**src/rtl/hamming_dec_arbiter_if.sv**
```systemverilog
// Handshake bundle between two codeword requesters, the shared decoder and its consumer.
// The master side drives codewords and out_ready; the slave side is the decoder.
interface hamming_dec_arbiter_if;
  logic        req0_valid;
  logic [14:0] req0_cw;
  logic        req0_ready;
  logic        req1_valid;
  logic [14:0] req1_cw;
  logic        req1_ready;
  logic        out_valid;
  logic        out_ready;
  logic [10:0] out_data;
  logic        out_src;
  logic [3:0]  out_syndrome;
  logic        out_corrected;

  modport master (
    output req0_valid, req0_cw, req1_valid, req1_cw, out_ready,
    input  req0_ready, req1_ready, out_valid, out_data, out_src, out_syndrome, out_corrected
  );
  modport slave (
    input  req0_valid, req0_cw, req1_valid, req1_cw, out_ready,
    output req0_ready, req1_ready, out_valid, out_data, out_src, out_syndrome, out_corrected
  );
endinterface

```
**src/rtl/hamming_dec_arbiter.sv**
```systemverilog
// Round-robin shared Hamming(15,11) SEC decoder with one registered output slot
// and a saturating count of corrected words.
module hamming_dec_arbiter #(
  parameter int CNT_W = 16
) (
  input  logic               clk,
  input  logic               rst_n,
  hamming_dec_arbiter_if.slave bus,
  input  logic               clr_cnt,
  output logic [CNT_W-1:0]   corr_cnt
);
  typedef enum logic {EMPTY, FULL} state_t;

  state_t             state_q, state_d;
  logic               last_grant_q, last_grant_d;
  logic [10:0]        data_q, data_d;
  logic               src_q, src_d;
  logic [3:0]         syn_q, syn_d;
  logic               corr_q, corr_d;
  logic [CNT_W-1:0]   cnt_q, cnt_d;

  logic [1:0]         vld;
  logic [1:0][14:0]   cw;
  logic               can_accept, accept, gnt;
  logic [14:0]        cw_sel, cw_fix, flip;
  logic [3:0]         syn;

  assign vld = {bus.req1_valid, bus.req0_valid};
  assign cw  = {bus.req1_cw, bus.req0_cw};

  assign can_accept = (state_q == EMPTY) | bus.out_ready;
  // Under contention the grant alternates; a lone requester always wins.
  assign gnt        = (vld == 2'b11) ? ~last_grant_q : vld[1];
  assign accept     = can_accept & (|vld);

  assign bus.req0_ready = accept & ~gnt;
  assign bus.req1_ready = accept &  gnt;

  assign cw_sel = cw[gnt];
  assign syn[0] = ^(cw_sel & 15'h5555);
  assign syn[1] = ^(cw_sel & 15'h6666);
  assign syn[2] = ^(cw_sel & 15'h7878);
  assign syn[3] = ^(cw_sel & 15'h7F80);
  // Syndrome is the 1-based position of the flipped bit; parity positions fall outside the data.
  assign flip   = (syn == 4'd0) ? 15'd0 : (15'd1 << (syn - 4'd1));
  assign cw_fix = cw_sel ^ flip;

  always_comb begin
    state_d      = state_q;
    last_grant_d = last_grant_q;
    data_d       = data_q;
    src_d        = src_q;
    syn_d        = syn_q;
    corr_d       = corr_q;
    cnt_d        = cnt_q;
    if (accept) begin
      state_d      = FULL;
      last_grant_d = gnt;
      data_d       = {cw_fix[14:8], cw_fix[6:4], cw_fix[2]};
      src_d        = gnt;
      syn_d        = syn;
      corr_d       = (syn != 4'd0);
    end else if (bus.out_ready) begin
      state_d = EMPTY;
    end
    if (clr_cnt)
      cnt_d = '0;
    else if (accept && (syn != 4'd0) && (cnt_q != {CNT_W{1'b1}}))
      cnt_d = cnt_q + 1'b1;
  end

  always_ff @(posedge clk or negedge rst_n) begin
    if (!rst_n) begin
      state_q      <= EMPTY;
      last_grant_q <= 1'b1;
      data_q       <= '0;
      src_q        <= 1'b0;
      syn_q        <= '0;
      corr_q       <= 1'b0;
      cnt_q        <= '0;
    end else begin
      state_q      <= state_d;
      last_grant_q <= last_grant_d;
      data_q       <= data_d;
      src_q        <= src_d;
      syn_q        <= syn_d;
      corr_q       <= corr_d;
      cnt_q        <= cnt_d;
    end
  end

  assign bus.out_valid     = (state_q == FULL);
  assign bus.out_data      = data_q;
  assign bus.out_src       = src_q;
  assign bus.out_syndrome  = syn_q;
  assign bus.out_corrected = corr_q;
  assign corr_cnt          = cnt_q;
endmodule

```
**src/flat_wrapper.sv**
```systemverilog
// flat-port wrapper written by rule: the top's interface ports become plain ports
module hamming_dec_arbiter_flat 
#(
  parameter int CNT_W = 16
)
  (clk, rst_n, clr_cnt, corr_cnt, bus_req0_valid, bus_req0_cw, bus_req1_valid, bus_req1_cw, bus_out_ready, bus_req0_ready, bus_req1_ready, bus_out_valid, bus_out_data, bus_out_src, bus_out_syndrome, bus_out_corrected);
  hamming_dec_arbiter_if bus_i ();
  input  logic clk;
  input  logic rst_n;
  input  logic clr_cnt;
  output logic [CNT_W-1:0] corr_cnt;
  input wire logic [$bits(bus_i.req0_valid)-1:0] bus_req0_valid;
  input wire logic [$bits(bus_i.req0_cw)-1:0] bus_req0_cw;
  input wire logic [$bits(bus_i.req1_valid)-1:0] bus_req1_valid;
  input wire logic [$bits(bus_i.req1_cw)-1:0] bus_req1_cw;
  input wire logic [$bits(bus_i.out_ready)-1:0] bus_out_ready;
  output wire logic [$bits(bus_i.req0_ready)-1:0] bus_req0_ready;
  output wire logic [$bits(bus_i.req1_ready)-1:0] bus_req1_ready;
  output wire logic [$bits(bus_i.out_valid)-1:0] bus_out_valid;
  output wire logic [$bits(bus_i.out_data)-1:0] bus_out_data;
  output wire logic [$bits(bus_i.out_src)-1:0] bus_out_src;
  output wire logic [$bits(bus_i.out_syndrome)-1:0] bus_out_syndrome;
  output wire logic [$bits(bus_i.out_corrected)-1:0] bus_out_corrected;
  assign bus_i.req0_valid = bus_req0_valid;
  assign bus_i.req0_cw = bus_req0_cw;
  assign bus_i.req1_valid = bus_req1_valid;
  assign bus_i.req1_cw = bus_req1_cw;
  assign bus_i.out_ready = bus_out_ready;
  assign bus_req0_ready = bus_i.req0_ready;
  assign bus_req1_ready = bus_i.req1_ready;
  assign bus_out_valid = bus_i.out_valid;
  assign bus_out_data = bus_i.out_data;
  assign bus_out_src = bus_i.out_src;
  assign bus_out_syndrome = bus_i.out_syndrome;
  assign bus_out_corrected = bus_i.out_corrected;
  hamming_dec_arbiter #(.CNT_W(CNT_W)) u_core (.clk(clk), .rst_n(rst_n), .bus(bus_i), .clr_cnt(clr_cnt), .corr_cnt(corr_cnt));
endmodule
```
**config.mk**
```make
export PLATFORM = sky130hd
export DESIGN_NAME = hamming_dec_arbiter_flat
export DESIGN_NICKNAME = d
export VERILOG_FILES = /design/src/rtl/hamming_dec_arbiter_if.sv /design/src/rtl/hamming_dec_arbiter.sv /design/src/flat_wrapper.sv
export SDC_FILE = /design/constraint.sdc
export NUM_CORES = 1
export LEC_CHECK = 0
export ABC_AREA = 1
export BUFFER_PORTS_ARGS = -buffer_cell sky130_fd_sc_hd__buf_2
export CORE_ASPECT_RATIO = 1.5
export CORE_MARGIN = 2
export CORE_UTILIZATION = 55
export CTS_CLUSTER_DIAMETER = 40
export DETAILED_ROUTE_END_ITERATION = 8
export HOLD_SLACK_MARGIN = 0.12
export PLACE_DENSITY = 0.8
export SLEW_MARGIN = 20
export SYNTH_ARGS = -nofsm -noshare
export SYNTH_HDL_FRONTEND = slang
export SYNTH_SLANG_ARGS = --single-unit
```
**constraint.sdc**
```tcl
create_clock -name clk -period 3.6 [get_ports clk]
set_clock_uncertainty 0.15 [all_clocks]
set_input_delay 0.54 -clock clk [delete_from_list [all_inputs] [get_ports clk]]
set_output_delay 0.54 -clock clk [all_outputs]
set_load 0.02 [all_outputs]
```
# Yosys cells after proc, flatten, opt, wreduce, memory -nomap -nowiden
# Index checks and enable logic that the tools add are counted.
# totals
regBits	35
in_bits	36
# op_classes
reduce_logical	11
magnitude_cmp	1
n_bitwise	8
add_sub_neg	2
n_eq_ne	2
mux	8
n_shift	1
# op_table
op	count
XOR reduction 15 bit	4
2-to-1 mux 15 bit	3
2-to-1 mux 16 bit	2
adder 16 x 1 -> 16 bit (second input constant)	1
!= test 16 bit (second input constant)	1
<< shifter 1 x 4 -> 15 bit (first input constant)	1
bitwise XOR 15 bit	1
zero test 4 bit	1
nonzero test 2 bit	2
nonzero test 4 bit	1
subtractor 4 x 1 -> 4 bit (second input constant)	1
AND 1 bit	3
2-to-1 mux 1 bit	3
NOT 1 bit	3
== test 2 bit (second input constant)	1
logical AND 1 bit	2
less-than comparator 1 x 2 -> 1 bit (second input constant)	1
OR reduction 2 bit	1
OR 1 bit	1

# Logic depth before layout (Yosys ltp)
# Gate-level depths: netlist of run 1.
# logic_depth
ltp_word	10
depth_mapped	21
mapped_depth_nobuf	20

# Worst setup path before layout of run 1
# OpenSTA, ideal clock, no wires.
# synth_path
path_kind	input -> register
from	in bus_req0_valid
to	reg u_core.data_q[9], in the netlist u_core.bus.out_data[9]
setup_ps	83
cell_stages	19
t_arrival_ps	2523
setup_slack_ps	845
path_cell_list	nand2_2 > buf_6 > buf_6 > nand3b_2 > nand2_1 > nand2_1 > nand2_1 > nor2_1 > nor2_2 > nand3_1 > nand2_2 > inv_1 > ha_1 > inv_1 > nor2_1 > nand3_1 > nand2_1 > nand2_1 > o21ai_0
# synth_via
elab_chain_cells	9
word_cells_on_any_way	15
classes_between	add/sub (1); eq/ne (1); shift (1); mux (4); bitwise (2); reduce/logical (6)
# synth_lines
element	line	source
start: declaration	flat_wrapper.sv:12	input wire logic [$bits(bus_i.req0_valid)-1:0] bus_req0_valid;
== test 2 bit *	hamming_dec_arbiter.sv:33	assign gnt = (vld == 2'b11) ? ~last_grant_q : vld[1];
2-to-1 mux 1 bit *	hamming_dec_arbiter.sv:33	
2-to-1 mux 15 bit (not written as such) * (2 in series)	hamming_dec_arbiter.sv:39	assign cw_sel = cw[gnt];
XOR reduction 15 bit *	hamming_dec_arbiter.sv:42	assign syn[2] = ^(cw_sel & 15'h7878);
via u_core.syn[2]	hamming_dec_arbiter.sv:26	logic [3:0] syn;
subtractor 4 x 1 -> 4 bit	hamming_dec_arbiter.sv:45	assign flip = (syn == 4'd0) ? 15'd0 : (15'd1 << (syn - 4'd1));
<< shifter 1 x 4 -> 15 bit	hamming_dec_arbiter.sv:45	
2-to-1 mux 15 bit *	hamming_dec_arbiter.sv:45	
bitwise XOR 15 bit *	hamming_dec_arbiter.sv:46	assign cw_fix = cw_sel ^ flip;
end signal: assignment	hamming_dec_arbiter.sv:84	data_q <= data_d;
end: declaration	hamming_dec_arbiter.sv:16	logic [10:0] data_q, data_d;
# The timed path passes the listed nets; every way through them passes the cells marked *. The select of a mux whose other input is x is not followed.
# A chain may end at the register's enable or synchronous reset.

# Worst setup path in the final report of run 1
# layout_path
from	reg u_core.last_grant_q
to	reg u_core.data_q[9], in the netlist u_core.bus.out_data[9]
# layout_via
elab_chain_cells	9
word_cells_on_any_way	13
classes_between	add/sub (1); shift (1); mux (4); bitwise (2); reduce/logical (5)
# layout_lines
element	line	source
start: declaration	hamming_dec_arbiter.sv:15	logic last_grant_q, last_grant_d;
start signal: assignment	hamming_dec_arbiter.sv:83	last_grant_q <= last_grant_d;
NOT 1 bit *	hamming_dec_arbiter.sv:33	
2-to-1 mux 1 bit *	hamming_dec_arbiter.sv:33	
2-to-1 mux 15 bit (not written as such) * (2 in series)	hamming_dec_arbiter.sv:39	
XOR reduction 15 bit, on equally long branches	n/a	
subtractor 4 x 1 -> 4 bit	hamming_dec_arbiter.sv:45	
<< shifter 1 x 4 -> 15 bit	hamming_dec_arbiter.sv:45	
2-to-1 mux 15 bit	hamming_dec_arbiter.sv:45	
bitwise XOR 15 bit *	hamming_dec_arbiter.sv:46	
# Mark *: on every way between the ends. The rest lies on a longest branch, timed or not. The select of a mux whose other input is x is not followed.

==> results of run 1 <==
-- cells in the final DEF, fill, tap and decap left out, types with 2 or more instances in the layout --
cell type,count
nand2_2,5
o21ai_0,6
buf_4,3
xnor2_1,2
nor3_1,6
nand2_4,3
clkbuf_8,5
dfrtp_1,34
nand3_1,58
ha_1,2
nand4_1,9
inv_2,7
nand2_1,247
nor2_1,40
inv_1,33
buf_2,71
nand3b_1,12
nor3b_1,2
xor2_1,11
-- metal layers --
metal	up-vias	global-route usage	routed length, um	share of wire
met5	-	0	0	0
met4	0	0.1401	286	0.035
met2	94	0.5335	4555	0.55
met1	1548	0.3062	3082	0.37
li1	1708	-	-	-
met3	24	0.03778	362	0.044
-- timing repair --
| action | 4_1_cts | 5_1_grt |
|---|---|---|
| hold endpoints to repair | 0 | 0 |
| buffers inserted | 0 | 0 |
| resized for setup | 0 | 1 |
| setup endpoints to repair | 0 | 1 |
-- final cells by class --
cell class | instances | area, um^2
Sequential cell | 35 | 877.1
Tap cell | 70 | 87.58
Multi-Input combinational cell | 413 | 1903
Fill cell | 538 | 1897
Timing Repair Buffer | 74 | 377.9
Clock inverter | 3 | 43.79
Clock buffer | 5 | 68.82
Inverter | 41 | 153.9
-- report_power, final --
group,leakage (nW),internal (mW),switching (mW),total [mW]
Combinational,1.53,0.195,0.454,0.649
Sequential,0.447,0.449,0.0340,0.483
Clock,0.0581,0.206,0.154,0.360
Total,2.04,0.851,0.642,1.49
-- registers in the layout, indices dropped and copies added, names as in the netlist --
register                  cells
u_core.corr_cnt              16
u_core.bus.out_data          11
u_core.bus.out_syndrome       4
u_core.bus.out_corrected      1
u_core.bus.out_src            1
u_core.bus.out_valid          1
u_core.last_grant_q           1
-- cell families after synthesis --
| kind of cell | Yosys count | share of synthesized area |
|---|---|---|
| adder cells (fa/ha/maj) | 2 | 0.008169 |
| XOR/XNOR | 13 | 0.03717 |
| flip-flops | 35 | 0.2864 |
| buffers and inverters | 60 | 0.09518 |
| AO/OA/AOI/OAI | 11 | 0.02451 |
| AND/OR/NAND/NOR | 387 | 0.5486 |
-- stage by stage --
step           cells  hold slack (ns)    util
2_1_floorplan    508          0.09441       -
3_3_place_gp     633           0.3071  0.6276
3_5_place_dp     633           0.3129  0.6276
4_1_cts          641           0.2090  0.6484
5_1_grt          641           0.2441  0.6493
6_report         641           0.1842  0.6493
-- worst paths after layout --
kind / from / slack, ns / end
hold / removal: rst_n / 0.18 / u_core.corr_cnt[0]$_DFFE_PN0P_
setup reg to reg: u_core.last_grant_q$_DFFE_PN1P_ / 0.49 / u_core.bus.out_data[9]$_DFFE_PN0P_
max in group asynchronous: rst_n / 2.62 / u_core.bus.out_data[4]$_DFFE_PN0P_
min in group clk: u_core.bus.out_src$_DFFE_PN0P_ / 0.32 / u_core.bus.out_src$_DFFE_PN0P_
hold reg to reg: u_core.bus.out_src$_DFFE_PN0P_ / 0.32 / u_core.bus.out_src$_DFFE_PN0P_
setup / recovery: u_core.last_grant_q$_DFFE_PN1P_ / 0.49 / u_core.bus.out_data[9]$_DFFE_PN0P_
==> impl_metrics.csv, run 1 <==
group,metric,value,unit
run_status,run_status,"complete, no violations",
synth,yosysTopAreaCell,"nand2_1",
route,ant_nets,0,
critical_path,worstPathRequired,3.66,ns
sta,maxSlewViolCount,0,
clock_network,ctsHoldBuffers,0,
critical_path,cp-start-kind,"flop",
floorplan,fp.coreArea,5409,um^2
route,routedWlPerCell,12.93,um
grt,grt_remaining_overflow,0,
clock_network,cts_num_sinks,35,
critical_path,crit_slowest_cell,"dfstp_2",
finish,nets,608,
synth,synth_most_common_cell,"nand2_1",
pwr,leakage,2.040,nW
synth,synth_area_leaders,"nand2_1 30%, dfrtp_1 28%, nand3_1 9.5%",
pwr,power_density,425.0,nW/um^2
synth,synth_edf_count,0,
route,drcViolationCount,0,
synth,async_reset_ff_frac,1.000,
finish,drive_gt1_frac,0.1821,
floorplan,die-area,6194,um^2
clock_network,numCtsBuffers,5,
run,drv_cap,0,
synth,synth_top_flop_cell,"dfrtp_1",
critical_path,arrival,3.17,ns
synth,ys_ff_latch,35,
sta,setup-tns-final,0,ns
synth,yosysWarnings,0,
placement,pre_cts_ws,0.2279,ns
route,first_pass_iters,4,
grt,grt_max_degree,36,
worst_hold_path,hp-class,"in2async",
synth,yosysUniqueCellTypes,32,
sta,worst_slew_pin_slew,0.7937,ns
grt,grt_pass1_vias,3060,
route,drt_iter0_drc,172,
grt,grt_pass1_wl,13.70,mm
critical_path,cpLargestDelayFamily,"simple AND/OR/NAND/NOR gates",
floorplan,rows,33,
clock_network,clk_pin_slew_worst_paths,0.08,ns
critical_path,worstPathMaxFanout,31,
synth,ys_seq_area_frac,0.2864,
synth,syn_area_per_cell,6.029,um^2
placement,portBuffers,71,
route,via_count,3374,
synth,synth_nets,546,
clock_network,root_buffer,"clkbuf_8",
sta,fin_ws,0.4910,ns
grt,grtUsageTotal,0.2837,
sta,slew_headroom,0.4709,
route,vias_per_cell,5.264,
critical_path,end_kind,"flop",
placement,place_congestion,0.9080,
pwr,irDropWorstVdd,0.3556,mV
sta,finalCritPeriodShare,0.8636,
synth,synth_common_cells,"247 x nand2_1, 58 x nand3_1, 40 x nor2_1",
synth,synthesis.area,3063,um^2
clock_network,worstSkewPairLatency,0.29,ns
clock_network,cts_tree,"built",
critical_path,slowest_delay,0.54,ns
critical_path,path_class,"reg2reg",
floorplan,pin_count,72,
critical_path,crit_path_frequent_cell,"nand2_1",
floorplan,initial_utilization,0.5663,
clock_network,htree_levels,2,
synth,synth_top_area_frac,0.3027,
critical_path,crit_cells,18,
sta,setup_violations,0,
synth,netlist_instances,508,
critical_path,crit_chain,"nand2_2, nand2_4, nand2_1, nand2_1, nand2_1, nand2_1, nand2_1, nand2_1, nand2_1, nand2_2, nor2_8, ha_1, inv_1, nor2_1, nand3_1, nand2_1, nand2_1, o21ai_0",
finish,design_area,3512,um^2
sta,post-route-min-period,3.109,ns
placement,hpwlAfterDp,6.171,mm
placement,postPlaceCellArea,3395,um^2
critical_path,crit_buf_inv,1,
sta,rsz0062_at_grt,"no",
clock_network,cts_max_path_buffers,2,
floorplan,die_h,95.40,um
route,wl,8.286,mm
floorplan,fp.dieW,64.93,um
sta,max_freq,321.6,MHz
finish,areaGrowthSynthToFinish,14.67,%
finish,antenna_cells,0,
sta,final_hold_viol_count,0,
grt,antenna_found_initial,0,
pwr,totalPowerFinal,1.493,mW
critical_path,reg2reg_depth,18,
Note: power is estimated with default switching activity, not from simulation.
==> run 2: changes to the inputs <==
--- a/config.mk
+++ b/config.mk
@@ -7,12 +7,13 @@
 export LEC_CHECK = 0
 export ABC_AREA = 1
+export ABC_CLOCK_PERIOD_IN_PS = 3650
 export BUFFER_PORTS_ARGS = -buffer_cell sky130_fd_sc_hd__buf_2
 export CORE_ASPECT_RATIO = 1.5
 export CORE_MARGIN = 2
-export CORE_UTILIZATION = 55
+export CORE_UTILIZATION = 59
 export CTS_CLUSTER_DIAMETER = 40
 export DETAILED_ROUTE_END_ITERATION = 8
 export HOLD_SLACK_MARGIN = 0.12
-export PLACE_DENSITY = 0.8
+export PLACE_DENSITY = 0.86
 export SLEW_MARGIN = 20
 export SYNTH_ARGS = -nofsm -noshare
==> constraint.sdc (replaced) <==
create_clock -name clk -period 3.65 [get_ports clk]
set_clock_uncertainty 0.15 [all_clocks]
set_input_delay 0 -clock clk [delete_from_list [all_inputs] [get_ports clk]]
set_output_delay 0 -clock clk [all_outputs]
set_load 0.02 [all_outputs]
==> run 2 against run 1 <==
Clock-buffer cell count up 1. Sequential share of layout area down 1.2 points. Combinational power up 2%. Power down 4.3%. Global-route usage up 2.4 points. First-iteration DRC count up 17%. Via count up 4.3%. Worst setup slack worse by 0.095 ns. Fmax down 4.5%. Highest routed layer unchanged.
==> impl_metrics.csv, run 2 (synthesized netlist as in run 1, its figures left out) <==
group,metric,value,unit
run_status,run_status,"complete, no violations",
critical_path,worstPathRequired,3.72,ns
critical_path,r2r-end,"u_core.bus.out_data[9]$_DFFE_PN0P_",
pwr,power_density,386.9,nW/um^2
sta,post-route-min-period,3.254,ns
sta,worst_slew_pin_slew,0.7969,ns
grt,grt_remaining_overflow,0,
clock_network,cts_resized,0,
finish,largest_reg_flops,16,
floorplan,die_h,92.25,um
clock_network,cts_tree,"built",
critical_path,rrSetupSlack,0.40,ns
clock_network,numCtsBuffers,5,
critical_path,reg2reg_depth,18,
critical_path,end_kind,"flop",
clock_network,cts_max_path_buffers,2,
critical_path,crit_path_end,"u_core.bus.out_data[9]$_DFFE_PN0P_",
critical_path,timing.rr.start,"u_core.last_grant_q$_DFFE_PN1P_",
finish,areaGrowthSynthToFinish,20.47,%
pwr,irDropWorstVdd,0.2237,mV
run,drv_cap,0,
clock_network,worstSkewPairLatency,0.29,ns
pwr,totalPowerFinal,1.428,mW
critical_path,crit_slowest_cell,"dfstp_2",
critical_path,cp-start-kind,"flop",
grt,grt_pass1_wl,14.26,mm
pwr,leakage,2.109,nW
clock_network,htree_levels,2,
sta,maxSlewViolCount,0,
critical_path,cpLargestDelayFamily,"simple AND/OR/NAND/NOR gates",
placement,hpwlAfterDp,6.045,mm
floorplan,initial_utilization,0.6024,
floorplan,pin_count,72,
route,drcViolationCount,0,
route,first_pass_iters,7,
placement,dp.cells,630,
sta,setup-tns-final,0,ns
finish,drive_gt1_frac,0.1723,
critical_path,slowest_delay,0.54,ns
critical_path,crit_path_frequent_cell,"nand2_1",
floorplan,rows,32,
finish,antenna_cells,0,
critical_path,crit_chain,"nand2_2, nand2_2, nand2_1, nand2_1, nand2_1, nand3_1, nand2_1, nand2_1, nand3_1, nand2_2, inv_1, ha_1, inv_1, nor2_1, nand3_1, nand2_1, nand2_1, o21ai_0",
route,ant_nets,0,
finish,post-route-util,0.7256,
floorplan,fp.dieW,62.83,um
sta,finalCritPeriodShare,0.8915,
sta,max_freq,307.3,MHz
clock_network,clk_pin_slew_worst_paths,0.08,ns
route,routedWlPerCell,12.89,um
finish,final_cell_mix,"247 x nand2_1, 71 x buf_2, 58 x nand3_1, 40 x nor2_1, 34 x dfrtp_1",
sta,slew_headroom,0.4687,
critical_path,path_class,"reg2reg",
route,drt_iter0_drc,201,
clock_network,postCtsSetupRepairBufs,0,
finish,stdcell_count,660,
grt,grt_pass1_vias,3312,
critical_path,worstSetupStartpoint,"u_core.last_grant_q$_DFFE_PN1P_",
placement,portBuffers,71,
critical_path,crit_buf_inv,2,
finish,final_common_cell,"nand2_1",
grt,grtUsageTotal,0.3080,
critical_path,crit_cells,18,
clock_network,root_buffer,"clkbuf_8",
route,via_count,3518,
grt,antenna_found_initial,0,
critical_path,worstPathMaxFanout,31,
worst_hold_path,hp-class,"in2reg",
placement,place_congestion,0.9262,
critical_path,arrival,3.33,ns
route,vias_per_cell,5.330,
finish,nets,629,
floorplan,fp.coreArea,5085,um^2
sta,rsz0062_at_grt,"no",
route,wl,8.507,mm
clock_network,cts_num_sinks,35,
grt,grt_max_degree,36,
sta,final_hold_viol_count,0,
sta,setup_violations,0,
floorplan,die-area,5796,um^2
-- run 2: cell types whose count changed in the layout (fill, tap and decap cells not counted) --
cell,delta
buf_4,-1
nand2_2,+1
clkbuf_1,+1
dlygate4sd3_1,+22
clkinv_4,-1
nand2_4,-1
bufinv_16,-1
clkinvlp_4,+1
-- run 2: worst min-delay path, cell delays in order --
cell	delay (ns)
buf_2	0.09
inv_1	0.04
nand3_1	0.07
nand2_1	0.12
nand2_1	0.10
nand3_1	0.06
nand2_1	0.06
-- run 2: area by class of cell --
type	instances	area, um^2
multi-input combinational	413	1898
fill	457	1395
sequential	35	877.1
timing repair buffer	95	590.6
inverter	41	153.9
tap	68	85.08
clock buffer	6	72.57
clock inverter	2	12.51
-- run 2: timing repair --
item | CTS | global route
hold endpoints to repair | 66 | 0
endpoints found under the setup margin | 0 | 0
hold buffers | 22 | 0
-- run 2: worst min path at each step --
stage / startpoint / endpoint / slack [ns] / cells after the start
after floorplan: rst_n / u_core.bus.out_corrected$_DFFE_PN0P_ / -0.45 / 0
after global placement: rst_n / u_core.bus.out_data[5]$_DFFE_PN0P_ / -0.02 / 1
after detailed placement: rst_n / u_core.bus.out_data[0]$_DFFE_PN0P_ / -0.01 / 1
after CTS: bus_req1_cw[14] / u_core.bus.out_data[10]$_DFFE_PN0P_ / 0.13 / 7
after global routing: bus_req1_cw[14] / u_core.bus.out_data[10]$_DFFE_PN0P_ / 0.17 / 6
final: bus_req1_cw[14] / u_core.bus.out_data[10]$_DFFE_PN0P_ / 0.12 / 7
-- run 2: layer usage --
| layer | vias to the layer above | global-route usage | routed length (um) |
|---|---|---|---|
| met5 | - | 0 | 0 |
| met4 | 0 | 0.1926 | 412 |
| met3 | 44 | 0.06012 | 430 |
| met2 | 138 | 0.5699 | 4554 |
| met1 | 1579 | 0.3111 | 3110 |
| li1 | 1757 | - | - |
-- run 2: through the flow --
| stage | setup slack, ns | hold WS [ns] | cell area (um^2) |
|---|---|---|---|
| 6_report | 0.3959 | 0.1216 | 3690 |
| 5_1_grt | 0.07238 | 0.1690 | 3690 |
| 4_1_cts | 0.4344 | 0.1253 | 3690 |
| 3_5_place_dp | 0.4629 | -0.01280 | 3385 |
| 3_3_place_gp | 0.5590 | -0.01864 | 3385 |
| 2_1_floorplan | 0.9288 | -0.4456 | 3063 |
-- run 2: power by group --
part	internal (mW)	switching, mW
sequential	0.443	0.0344
clock	0.134	0.151
combinational	0.212	0.453
